**config.mk**
```make
export PLATFORM = sky130hd
export DESIGN_NAME = privacy_release_unit
export DESIGN_NICKNAME = d
export VERILOG_FILES = /design/src/rtl/privacy_pkg.sv /design/src/rtl/privacy_result_fifo.sv /design/src/rtl/privacy_release_unit.sv
export SDC_FILE = /design/constraint.sdc
export NUM_CORES = 1
export LEC_CHECK = 0
export BUFFER_PORTS_ARGS = -buffer_cell sky130_fd_sc_hd__buf_2
export CORE_MARGIN = 8
export CORE_UTILIZATION = 30
export DETAILED_ROUTE_END_ITERATION = 10
export GPL_TIMING_DRIVEN = 0
export REMOVE_ABC_BUFFERS = 1
export SYNTH_ARGS = -nofsm -noshare
export SYNTH_HDL_FRONTEND = slang
export SYNTH_SLANG_ARGS = --single-unit
```
**constraint.sdc**
```tcl
create_clock -name clk -period 2.6 [get_ports clk]
set_clock_uncertainty 0.15 [all_clocks]
set_input_delay 0.26 -clock clk [delete_from_list [all_inputs] [get_ports clk]]
set_output_delay 0.26 -clock clk [all_outputs]
set_load 0.01 [all_outputs]
```
**src/rtl/privacy_pkg.sv**
```systemverilog
// Shared types and constants for the privacy release unit.
//   release_mode_e  : release policy selector (PASS, GATED, RANDOM, BUDGET)
//   LFSR_TAPS       : feedback mask of the 16-bit right-shifting Fibonacci LFSR
//   release_entry_t : queued decision, class index plus noise flag
package privacy_pkg;

   localparam int unsigned CLASS_W_DEF = 4;

   // Polynomial x^16+x^14+x^13+x^11 with the register shifting right:
   // the feedback bit is the XOR of state bits 0, 2, 3 and 5.
   localparam logic [15:0] LFSR_TAPS = 16'h002D;

   typedef enum logic [1:0] {
      REL_PASS   = 2'd0,
      REL_GATED  = 2'd1,
      REL_RANDOM = 2'd2,
      REL_BUDGET = 2'd3
   } release_mode_e;

   typedef struct packed {
      logic [CLASS_W_DEF-1:0] cls;
      logic                   noise;
   } release_entry_t;

endpackage

```
**src/rtl/privacy_result_fifo.sv**
```systemverilog
// Generic synchronous FIFO with a registered head.
//   push/wr_data    : enqueue request and payload
//   out_ready       : downstream ready; a pop happens on out_valid & out_ready
//   out_valid       : registered, high while the queue holds an entry
//   rd_data         : registered head; holds its last value while empty
//   push_accept_c   : combinational, push accepted this cycle (not full, or popping)
module privacy_result_fifo #(
   parameter int unsigned DEPTH = 4,
   parameter int unsigned WIDTH = 5
) (
   input  logic             clk,
   input  logic             reset,
   input  logic             push,
   input  logic [WIDTH-1:0] wr_data,
   input  logic             out_ready,
   output logic             out_valid,
   output logic [WIDTH-1:0] rd_data,
   output logic             push_accept_c
);

   localparam int unsigned PTR_W = $clog2(DEPTH);
   localparam int unsigned CNT_W = PTR_W + 1;

   logic [WIDTH-1:0] mem [DEPTH];
   logic [PTR_W-1:0] wr_ptr;
   logic [PTR_W-1:0] rd_ptr;
   logic [PTR_W-1:0] rd_ptr_n;
   logic [CNT_W-1:0] count;
   logic [CNT_W-1:0] count_after_pop;
   logic [CNT_W-1:0] count_n;
   logic             full;
   logic             pop;

   assign full          = (count == CNT_W'(DEPTH));
   assign pop           = out_valid & out_ready;
   assign push_accept_c = push & (!full | pop);

   // Next pointer/occupancy after this cycle's pop and push.
   always_comb begin
      rd_ptr_n        = rd_ptr + PTR_W'(pop);
      count_after_pop = count - CNT_W'(pop);
      count_n         = count_after_pop + CNT_W'(push_accept_c);
   end

   // Storage array; no reset needed, entries are qualified by count.
   always_ff @(posedge clk) begin
      if (push_accept_c) mem[wr_ptr] <= wr_data;
   end

   // Pointers, occupancy and the registered head. When the queue drains to
   // empty while pushing, the new head is the incoming word itself.
   always_ff @(posedge clk or posedge reset) begin
      if (reset) begin
         wr_ptr    <= '0;
         rd_ptr    <= '0;
         count     <= '0;
         out_valid <= 1'b0;
         rd_data   <= '0;
      end else begin
         wr_ptr    <= wr_ptr + PTR_W'(push_accept_c);
         rd_ptr    <= rd_ptr_n;
         count     <= count_n;
         out_valid <= (count_n != '0);
         if (count_n != '0) begin
            rd_data <= (count_after_pop == '0) ? wr_data : mem[rd_ptr_n];
         end
      end
   end

endmodule

```
**src/rtl/privacy_release_unit.sv**
```systemverilog
// Chooses noisy or clean class per done_in under one of four release policies
// and queues each decision for the SoC result bus.
//   secure_mode_active, inject_noise, mode : policy inputs, sampled at done_in
//   class_in / class_a                     : noise-injected / clean class
//   budget_load, budget_value              : privacy-budget reload
//   out_valid/out_ready                    : output handshake
//   predicted_class, noise_applied         : registered queue head
//   budget_remaining, budget_exhausted     : registered budget status
//   overflow                               : sticky, a result was dropped
module privacy_release_unit
   import privacy_pkg::*;
#(
   parameter int unsigned CLASS_W     = 4,
   parameter int unsigned FIFO_DEPTH  = 4,
   parameter int unsigned BUDGET_W    = 8,
   parameter int unsigned BUDGET_INIT = 8,
   parameter logic [15:0] LFSR_SEED   = 16'hACE1
) (
   input  logic                clk,
   input  logic                reset,
   input  logic                secure_mode_active,
   input  logic                inject_noise,
   input  logic [1:0]          mode,
   input  logic [CLASS_W-1:0]  class_in,
   input  logic [CLASS_W-1:0]  class_a,
   input  logic                done_in,
   input  logic                budget_load,
   input  logic [BUDGET_W-1:0] budget_value,
   input  logic                out_ready,
   output logic                out_valid,
   output logic [CLASS_W-1:0]  predicted_class,
   output logic                noise_applied,
   output logic [BUDGET_W-1:0] budget_remaining,
   output logic                budget_exhausted,
   output logic                overflow
);

   localparam int unsigned ENTRY_W = CLASS_W + 1;

   release_mode_e       mode_e;
   logic [15:0]         lfsr;
   logic                use_noise_c;
   logic                consume_c;
   logic                push_accept_c;
   logic [ENTRY_W-1:0]  entry_c;
   logic [ENTRY_W-1:0]  head;
   logic [BUDGET_W-1:0] budget_n;

   assign mode_e = release_mode_e'(mode);

   // Release policy decision for the current done_in.
   always_comb begin
      use_noise_c = 1'b0;
      case (mode_e)
         REL_PASS:   use_noise_c = 1'b0;
         REL_GATED:  use_noise_c = secure_mode_active & inject_noise;
         REL_RANDOM: use_noise_c = secure_mode_active & (lfsr[1:0] != 2'b00);
         REL_BUDGET: use_noise_c = secure_mode_active & (budget_remaining == '0);
         default:    use_noise_c = 1'b0;
      endcase
   end

   assign entry_c = {use_noise_c ? class_in : class_a, use_noise_c};

   // A clean secure release in BUDGET mode spends one unit, only if queued.
   assign consume_c = done_in & push_accept_c & (mode_e == REL_BUDGET) &
                      secure_mode_active & !use_noise_c;

   // Reload has priority over consumption; the counter saturates at zero.
   always_comb begin
      budget_n = budget_remaining;
      if (budget_load) begin
         budget_n = budget_value;
      end else if (consume_c && (budget_remaining != '0)) begin
         budget_n = budget_remaining - BUDGET_W'(1);
      end
   end

   // Budget status, overflow flag and free-running LFSR.
   always_ff @(posedge clk or posedge reset) begin
      if (reset) begin
         budget_remaining <= BUDGET_W'(BUDGET_INIT);
         budget_exhausted <= (BUDGET_W'(BUDGET_INIT) == '0);
         overflow         <= 1'b0;
         lfsr             <= LFSR_SEED;
      end else begin
         budget_remaining <= budget_n;
         budget_exhausted <= (budget_n == '0);
         overflow         <= overflow | (done_in & !push_accept_c);
         lfsr             <= {^(lfsr & LFSR_TAPS), lfsr[15:1]};
      end
   end

   privacy_result_fifo #(
      .DEPTH (FIFO_DEPTH),
      .WIDTH (ENTRY_W)
   ) u_fifo (
      .clk           (clk),
      .reset         (reset),
      .push          (done_in),
      .wr_data       (entry_c),
      .out_ready     (out_ready),
      .out_valid     (out_valid),
      .rd_data       (head),
      .push_accept_c (push_accept_c)
   );

   assign predicted_class = head[ENTRY_W-1:1];
   assign noise_applied   = head[0];

endmodule

```
* After elaboration in Yosys (flattened, before gate mapping)
Memory sizes are Yosys's and may differ from the RTL's.
Index checks and enable logic that the tools add are counted.
** Storage, ports and cells
- Logic and storage cells :: 50
- Output and inout bits :: 16
- ROM bits :: 0
- Bits in latches :: 0
- Bits in registers :: 39
- RAM bits :: 20
- Memories kept :: 1
** Memories
- u_fifo.mem :: words 4, bits a word 5, rd ports 1, clocked after Yosys merged registers in 0, write ports 1, RTL line privacy_result_fifo.sv:24 : logic [WIDTH-1:0] mem [DEPTH];
** Operators by class
- Add/sub/neg operators :: 5
- Eq/ne operators :: 4
- Shift operators :: 0
- Magnitude comparators :: 0
- Multiplexer cells :: 7
- Multipliers :: 0
- Div/mod/pow operators :: 0
- Reductions and logical operators :: 12
- Bitwise operators :: 12
** Operators with widths (count)
- zero test 8 bit :: 2
- two-way mux 8 bit :: 2
- parity 16 bit :: 1
- bitwise AND 1 bit :: 10
- nonzero test 8 bit :: 1
- subtractor 8 x 1 -> 8 bit (second input constant) :: 1
- two-way mux 5 bit :: 1
- adder 2 x 1 -> 2 bit :: 2
- equality test 2 bit (second input constant) :: 2
- two-way mux 4 bit :: 1
- one-hot mux 1 bit (4 select lines) :: 1
- adder 3 x 1 -> 3 bit :: 1
- equality test 3 bit (second input constant) :: 1
- zero test 1 bit :: 3
- zero test 3 bit :: 1
- nonzero test 3 bit :: 1
- subtractor 3 x 1 -> 3 bit :: 1
- equality test 2 x 1 -> 1 bit (second input constant) :: 1
- zero test 2 bit :: 1
- two-way mux 1 bit :: 2
- OR 1 bit :: 2
- nonzero test 2 bit :: 1
- logical AND 1 bit :: 1

* Logic depth before layout (Yosys ltp)
Gate-level depths: netlist of the first run.
- Depth after elaboration :: 12
- Mapped depth :: 11
- Gate-level depth less buffers :: 10

* Cells and area by module
Synthesis of the first run repeated with hierarchy kept, for this count alone.
** Unflattened totals
- Cells, all modules :: 206
- Area, all modules :: 2717.6 µm²
** Modules (own cells, without submodules)
- privacy_result_fifo :: area each 1386.3 µm², cells an instance 83, times used 1
- privacy_release_unit :: area each 1331.3 µm², cells an instance 123, times used 1

* Worst setup path after synthesis of the first run
No wires, ideal clock.
- Path kind :: register to register
- Start point :: register u_fifo.out_valid
- End point :: register u_fifo.rd_data[1]
- Path buffers :: 1
- Arrival :: 2384 ps
- Stages on the path, launching flop included :: 11
- Clock period less this slack :: 2652 ps
- Setup slack :: -52 ps
- Path through :: dfrtp_1 a211oi_1 a21boi_0 ha_1 ha_1 xnor2_1 or3_1 clkbuf_1 nand2_1 a41o_1 o21a_1
** On the way
- Longest elaborated chain between the ends :: 5
** Ends and longest elaborated chain
- from (decl) :: RTL line privacy_result_fifo.sv:16 : output logic out_valid,
- from (signal assigned) :: RTL line privacy_result_fifo.sv:63 : out_valid <= (count_n != '0);
- bitwise AND 1 bit (*) :: RTL line privacy_result_fifo.sv:35 : assign pop = out_valid & out_ready;
- branches (longest 2 deep; another with subtractor 3 x 1 -> 3 bit)
- adder 3 x 1 -> 3 bit (*) :: RTL line privacy_result_fifo.sv:42 : count_n = count_after_pop + CNT_W'(push_accept_c);
- via u_fifo.count_n[2] :: RTL line privacy_result_fifo.sv:30 : logic [CNT_W-1:0] count_n;
- nonzero test 3 bit (*) :: RTL line privacy_result_fifo.sv:64 : if (count_n != '0) begin
- to (signal assigned) :: RTL line privacy_result_fifo.sv:65 : rd_data <= (count_after_pop == '0) ? wr_data : mem[rd_ptr_n];
- to (decl) :: RTL line privacy_result_fifo.sv:17 : output logic [WIDTH-1:0] rd_data,
Mark *: on every way through the listed nets, which the timed path passes.
A chain may end at the register's enable or synchronous reset.

* Final worst setup path of the first run
- Start point :: register u_fifo.out_valid
- End point :: register u_fifo.rd_data[3]
The elaborated chain is that of the path after synthesis.

==> impl_metrics.tcl, run 1 <==
set metrics [dict create \
    outcome "complete, no violations" \
    grt_pass1_vias 1735 \
    peakVddDrop_mv 0.337 \
    hold_viol_final 0 \
    rows 33 \
    die-area_mm2 0.0117 \
    cp_common_cell "ha_1" \
    num-nets-final 264 \
    cp.buffers_inverters 1 \
    setup_viol 0 \
    required_ns 2.72 \
    root_buffer "clkbuf_8" \
    synth_edf_count 20 \
    synthCells 178 \
    placedInstanceArea_mm2 0.00285 \
    grtUsageTotal 0.0957 \
    vias 1592 \
    arrival_ns 2.60 \
    hold_class "in2reg" \
    synth_ff_type "dfrtp_1" \
    yosysUniqueCellTypes 41 \
    critPathCaptureType "register" \
    timing.final.crit_period_ns 2.48 \
    htreeDepth 3 \
    cts_num_sinks 59 \
    n_antenna_cell 0 \
    via_per_inst 4.67 \
    die_y_um 108 \
    synth_area_per_cell_um2 14.2 \
    r2r_cells 10 \
    syn_to_final_growth_pct 27.1 \
    regToRegStartpoint "u_fifo.out_valid$_DFF_PP0_" \
    totalNegativeSetupSlack_ns 0 \
    ctsLongestPathBuffers 2 \
    worstPathCellList "and2_4, ha_4, inv_1, ha_1, ha_1, xnor2_2, or3_4, nand2_1, a41o_1, o21a_1" \
    power_leakage_nw 1.37 \
    maxCapViolations 0 \
    port_buffers 40 \
    gp_congestion 0.694 \
    antenna_found_initial 0 \
    startpoint_type "register" \
    min_to "budget_remaining[1]$_DFF_PP0_" \
    relSlewSlack 0.444 \
    cts_buffers 9 \
    hold_ws_ns 0.0247 \
    ys_warn_count 0 \
    drtPass1Iterations 4 \
    min_from "budget_value[1]" \
    grt_pass1_wl_um 8580 \
    drc_errors 0 \
    maxSlewViolCount 0 \
    core_area_mm2 0.00822 \
    critPathMaxFanout 6 \
    n_fill_cell 778 \
    power_density_mw_per_mm2 1080 \
    detail-route-antenna-nets 0 \
    overflow 0 \
    start_util 0.309 \
    finalCritPeriodShare 0.954 \
    cts_tree "built" \
    cp_top_family "simple AND/OR/NAND/NOR gates" \
    grt_max_degree 40 \
    path_clk_slew_ns 0.07 \
    die_x_um 108 \
    drtIter0Drc 59 \
    wl_um 5320 \
    path_class "reg2reg" \
    netlist_area_mm2 0.00254 \
    fmax_mhz 403 \
    critical_path.slowest_cell "or3_4" \
    async_reset_ff_frac 0.661 \
    dp_hpwl_um 3710 \
    r2r_slack_ns 0.12 \
    drive_gt1_frac 0.411 \
    ys_seq_area_frac 0.626 \
    ys_ff_latch 59 \
    reg2reg_to "u_fifo.rd_data[3]$_DFFE_PP0P_" \
    wire_per_inst_um 15.6 \
    final_area_mm2 0.00322 \
    min_path_cells 3 \
    cpPeakStageDelay_ns 0.46 \
    clock_latency_ns 0.33 \
    io_pins 41 \
    worst_slew_pin_slew_ns 0.833 \
]
## layer usage
layer	track usage	routed length (µm)	vias to the layer above
li1	-	-	764
met1	0.111	2430	776
met2	0.150	2460	45
met3	0.0512	371	7
met4	0.0268	53	0
met5	0	0	-
## report_power, final
part           internal, W  total [W]  switching [W]
clock             0.000630   0.000975       0.000345
sequential         0.00117    0.00129       0.000119
combinational     0.000587    0.00120       0.000615
## worst max-delay path by stage
stage	startpoint	end	slack, ns	depth (start not counted)
2_1_floorplan	u_fifo.out_valid$_DFF_PP0_	u_fifo.rd_data[4]$_DFFE_PP0P_	0.04	8
3_3_place_gp	u_fifo.out_valid$_DFF_PP0_	u_fifo.rd_data[3]$_DFFE_PP0P_	-0.38	9
3_5_place_dp	u_fifo.out_valid$_DFF_PP0_	u_fifo.rd_data[3]$_DFFE_PP0P_	-0.38	9
4_1_cts	budget_remaining[0]$_DFF_PP0_	u_fifo.rd_data[3]$_DFFE_PP0P_	0.01	9
5_1_grt	u_fifo.out_valid$_DFF_PP0_	u_fifo.rd_data[1]$_DFFE_PP0P_	-0.0005	10
6_report	u_fifo.out_valid$_DFF_PP0_	u_fifo.rd_data[3]$_DFFE_PP0P_	0.12	10
## cells by family after synthesis
kind of cell	count (synthesis)	synth area share
DFF	59	0.626
and+or+nand+nor	46	0.105
AOI/OAI and AO/OA	27	0.0898
buffers and inverters	13	0.0192
muxes	13	0.0794
xor gates and xnor gates	12	0.0414
adders and majority gates	8	0.0395
## synth_stat cells, types with 5 or more instances
cell,instances,share of area
dfrtp_1,30,0.30
mux2_2,7,0.031
xnor2_1,8,0.028
mux4_2,5,0.044
ha_1,8,0.039
nand2_1,18,0.027
inv_1,9,0.013
nor2_1,6,0.0089
o21ai_0,6,0.012
dfstp_2,9,0.093
edfxtp_1,20,0.24
## state kept, by name, indices dropped and copies added (netlist names), 2 cells and up
signal and cells:
u_fifo.mem 20, lfsr 16, budget_remaining 8, u_fifo.rd_data 5, u_fifo.count 3, u_fifo.rd_ptr 2
u_fifo.wr_ptr 2
## through the flow
stage,cells,setup WS (ns),total power (W),util
6_report,341,0.121,0.00347,0.392
5_1_grt,341,-0.000491,0.00371,0.392
2_1_floorplan,174,0.0433,0.00203,-
3_5_place_dp,319,-0.377,0.00236,0.347
4_1_cts,340,0.0105,0.00339,0.385
3_3_place_gp,319,-0.378,0.00234,0.347
## worst register-to-register path: cells and delay by family, from the launching register on
| kind | cells | cell delay [ns] |
|---|---|---|
| fa+ha+maj | 3 | 0.70 |
| simple gates | 3 | 0.73 |
| flops | 1 | 0.42 |
| buf+inv | 1 | 0.05 |
| xor+xnor | 1 | 0.17 |
| compound gates | 2 | 0.22 |
## area by class of cell
class,instances,area [µm²],share of cell area
clock buffers,10,128,0.0396
clock inverters,6,104,0.0322
inverters,9,33.8,0.0105
multi-input cells,107,982,0.305
flip-flops and latches,59,1590,0.492
well taps,105,131,0.0407
repair buffers,45,258,0.0799
## placed cells by master (no fill, tap or decap), drive strengths merged, types with 7 or more instances in the layout
| master | instances |
|---|---|
| buf | 42 |
| nand2 | 18 |
| dfrtp | 30 |
| inv | 9 |
| clkbuf | 10 |
| edfxtp | 20 |
| ha | 8 |
| mux2 | 7 |
| dfstp | 9 |
| xnor2 | 8 |
## timing repair
action                                  4_1_cts  5_1_grt
endpoints found under the setup margin       22        4
hold buffers                                  3        0
setup buffers                                 2        0
pin swaps                                     1        2
gates resized for setup                       5       10
endpoints found under the hold margin        32        0
gates cloned                                  0        1
Note: power is estimated with default switching activity, not from simulation.
==> run 2: changes to the inputs <==
--- a/config.mk
+++ b/config.mk
@@ -5,10 +5,10 @@
 export SDC_FILE = /design/constraint.sdc
 export NUM_CORES = 1
 export LEC_CHECK = 0
-export BUFFER_PORTS_ARGS = -buffer_cell sky130_fd_sc_hd__buf_2
 export CORE_MARGIN = 8
 export CORE_UTILIZATION = 30
 export DETAILED_ROUTE_END_ITERATION = 10
+export DONT_BUFFER_PORTS = 1
 export GPL_TIMING_DRIVEN = 0
 export REMOVE_ABC_BUFFERS = 1
 export SYNTH_ARGS = -nofsm -noshare
==> run 2 against run 1 <==
Compared with the run above:
- cell area fell by 3.9%
- non-clock buffer count is 28 lower
- critical path depth shrank 1
- worst setup slack got worse by 0.017 ns
- critical path type unchanged
- highest routed layer is now met5
==> impl_metrics.tcl, run 2 (synthesis results as in run 1) <==
set metrics [dict create \
    outcome "complete, no violations" \
    largest_reg_flops 20 \
    n_antenna_cell 0 \
    top_regs "u_fifo.mem: 20 flops, lfsr: 16 flops, budget_remaining: 8 flops" \
    hold_ws_ns 0.0516 \
    hold_viol_final 0 \
    final_cell_mix "26 x dfrtp_1, 20 x edfxtp_1, 18 x nand2_1" \
    core_area_mm2 0.00822 \
    rows 33 \
    cp.buffers_inverters 0 \
    power_density_mw_per_mm2 1070 \
    die_y_um 108 \
    cts_num_sinks 59 \
    timing.final.crit_period_ns 2.50 \
    maxCapViolations 0 \
    port_buffers 0 \
    via_per_inst 4.92 \
    rsz0062_at_grt "true" \
    arrival_ns 2.63 \
    hold_class "in2reg" \
    fmax_mhz 401 \
    num-nets-final 236 \
    setup_viol 0 \
    io_pins 41 \
    drive_gt1_frac 0.313 \
    grtUsageTotal 0.0998 \
    detail-route-antenna-nets 0 \
    start_util 0.309 \
    grt_pass1_vias 1660 \
    cpPeakStageDelay_ns 0.46 \
    vias 1541 \
    startpoint_type "register" \
    die-area_mm2 0.0117 \
    maxSlewViolCount 0 \
    path_clk_slew_ns 0.07 \
    required_ns 2.73 \
    layout_commonest_cell "dfrtp_1" \
    peakVddDrop_mv 0.402 \
    ctsLongestPathBuffers 2 \
    clock_latency_ns 0.34 \
    critPathMaxFanout 6 \
    cts_buffers 9 \
    worstPathCellList "and2_4, ha_4, ha_4, xnor2_2, xnor2_2, or3_4, nand2_1, a41o_1, o21a_1" \
    die_x_um 108 \
    cp_top_family "simple AND/OR/NAND/NOR gates" \
    syn_to_final_growth_pct 22.2 \
    worst_slew_pin_slew_ns 0.871 \
    dp_hpwl_um 3470 \
    power_leakage_nw 1.24 \
    fin_util 0.377 \
    root_buffer "clkbuf_8" \
    grt_max_degree 40 \
    drtPass1Iterations 4 \
    regMostFlops "u_fifo.mem" \
    finalCritPeriodShare 0.960 \
    antenna_found_initial 1 \
    grt_pass1_wl_um 8710 \
    wire_per_inst_um 17.6 \
    gp_congestion 0.716 \
    path_class "reg2reg" \
    drtIter0Drc 44 \
    critical_path.slowest_cell "dfrtp_2" \
    totalNegativeSetupSlack_ns 0 \
    overflow 0 \
    htreeDepth 3 \
    relSlewSlack 0.418 \
    drc_errors 0 \
    critPathCaptureType "register" \
    wl_um 5500 \
    cts_tree "built" \
]
run 2: path summary, 6_finish.rpt:
path / endpoint / from / cells after the start / slack, ns
max reg2reg: u_fifo.rd_data[3]$_DFFE_PP0P_ / u_fifo.out_valid$_DFF_PP0_ / 9 / 0.10
min reg2reg: lfsr[3]$_DFF_PP0_ / lfsr[4]$_DFF_PP0_ / 0 / 0.20
min: budget_remaining[6]$_DFF_PP0_ / budget_load / 3 / 0.05
max: u_fifo.rd_data[3]$_DFFE_PP0P_ / u_fifo.out_valid$_DFF_PP0_ / 9 / 0.10
min in group asynchronous: u_fifo.rd_data[0]$_DFFE_PP0P_ / reset / 2 / 0.38
max in group asynchronous: budget_remaining[1]$_DFF_PP0_ / reset / 2 / 1.35
run 2: final cells by class:
type	count	area, µm²
Multi-Input combinational cell	107	990
Tap cell	105	131
Clock inverter	6	56.3
Clock buffer	10	128
Timing Repair Buffer	17	168
Fill cell	767	5120
Inverter	9	33.8
Sequential cell	59	1590
run 2: worst min-delay path, cell delays in order:
cell	delay, ns
nor3_1	0.03
nand4_1	0.08
nand3_1	0.11
run 2: timing repair:
action / in CTS / in global routing
gates cloned: 1 / 0
hold buffers: 11 / 0
buffers inserted: 1 / 5
hold endpoints to repair: 40 / 0
setup endpoints to repair: 22 / 7
pin swaps: 2 / 6
resized for setup: 14 / 6
run 2: metal layers:
| layer | share of wire | up-vias | GRT usage | wire length, µm |
|---|---|---|---|---|
| met3 | 0.11 | 6 | 0.0678 | 579 |
| met4 | 0.0093 | 2 | 0.0238 | 51 |
| li1 | - | 709 | - | - |
| met2 | 0.47 | 48 | 0.150 | 2600 |
| met1 | 0.41 | 776 | 0.114 | 2260 |
| met5 | 0.0022 | - | 0 | 12 |
run 2: per-stage QoR:
step | power (W) | area, µm² | worst slack (ns) | cells
floorplan | 0.00203 | 2520 | 0.0433 | 174
finish | 0.00331 | 3100 | 0.104 | 313
global route | 0.00352 | 3100 | -0.00454 | 313
global placement | 0.00225 | 2650 | -0.444 | 279
CTS | 0.00327 | 3040 | 0.000890 | 308
detailed placement | 0.00227 | 2650 | -0.455 | 279
run 2: report_power, final:
part	switching [W]	internal [W]
combinational	0.000582	0.000585
clock	0.000358	0.000434
sequential	0.000175	0.00117
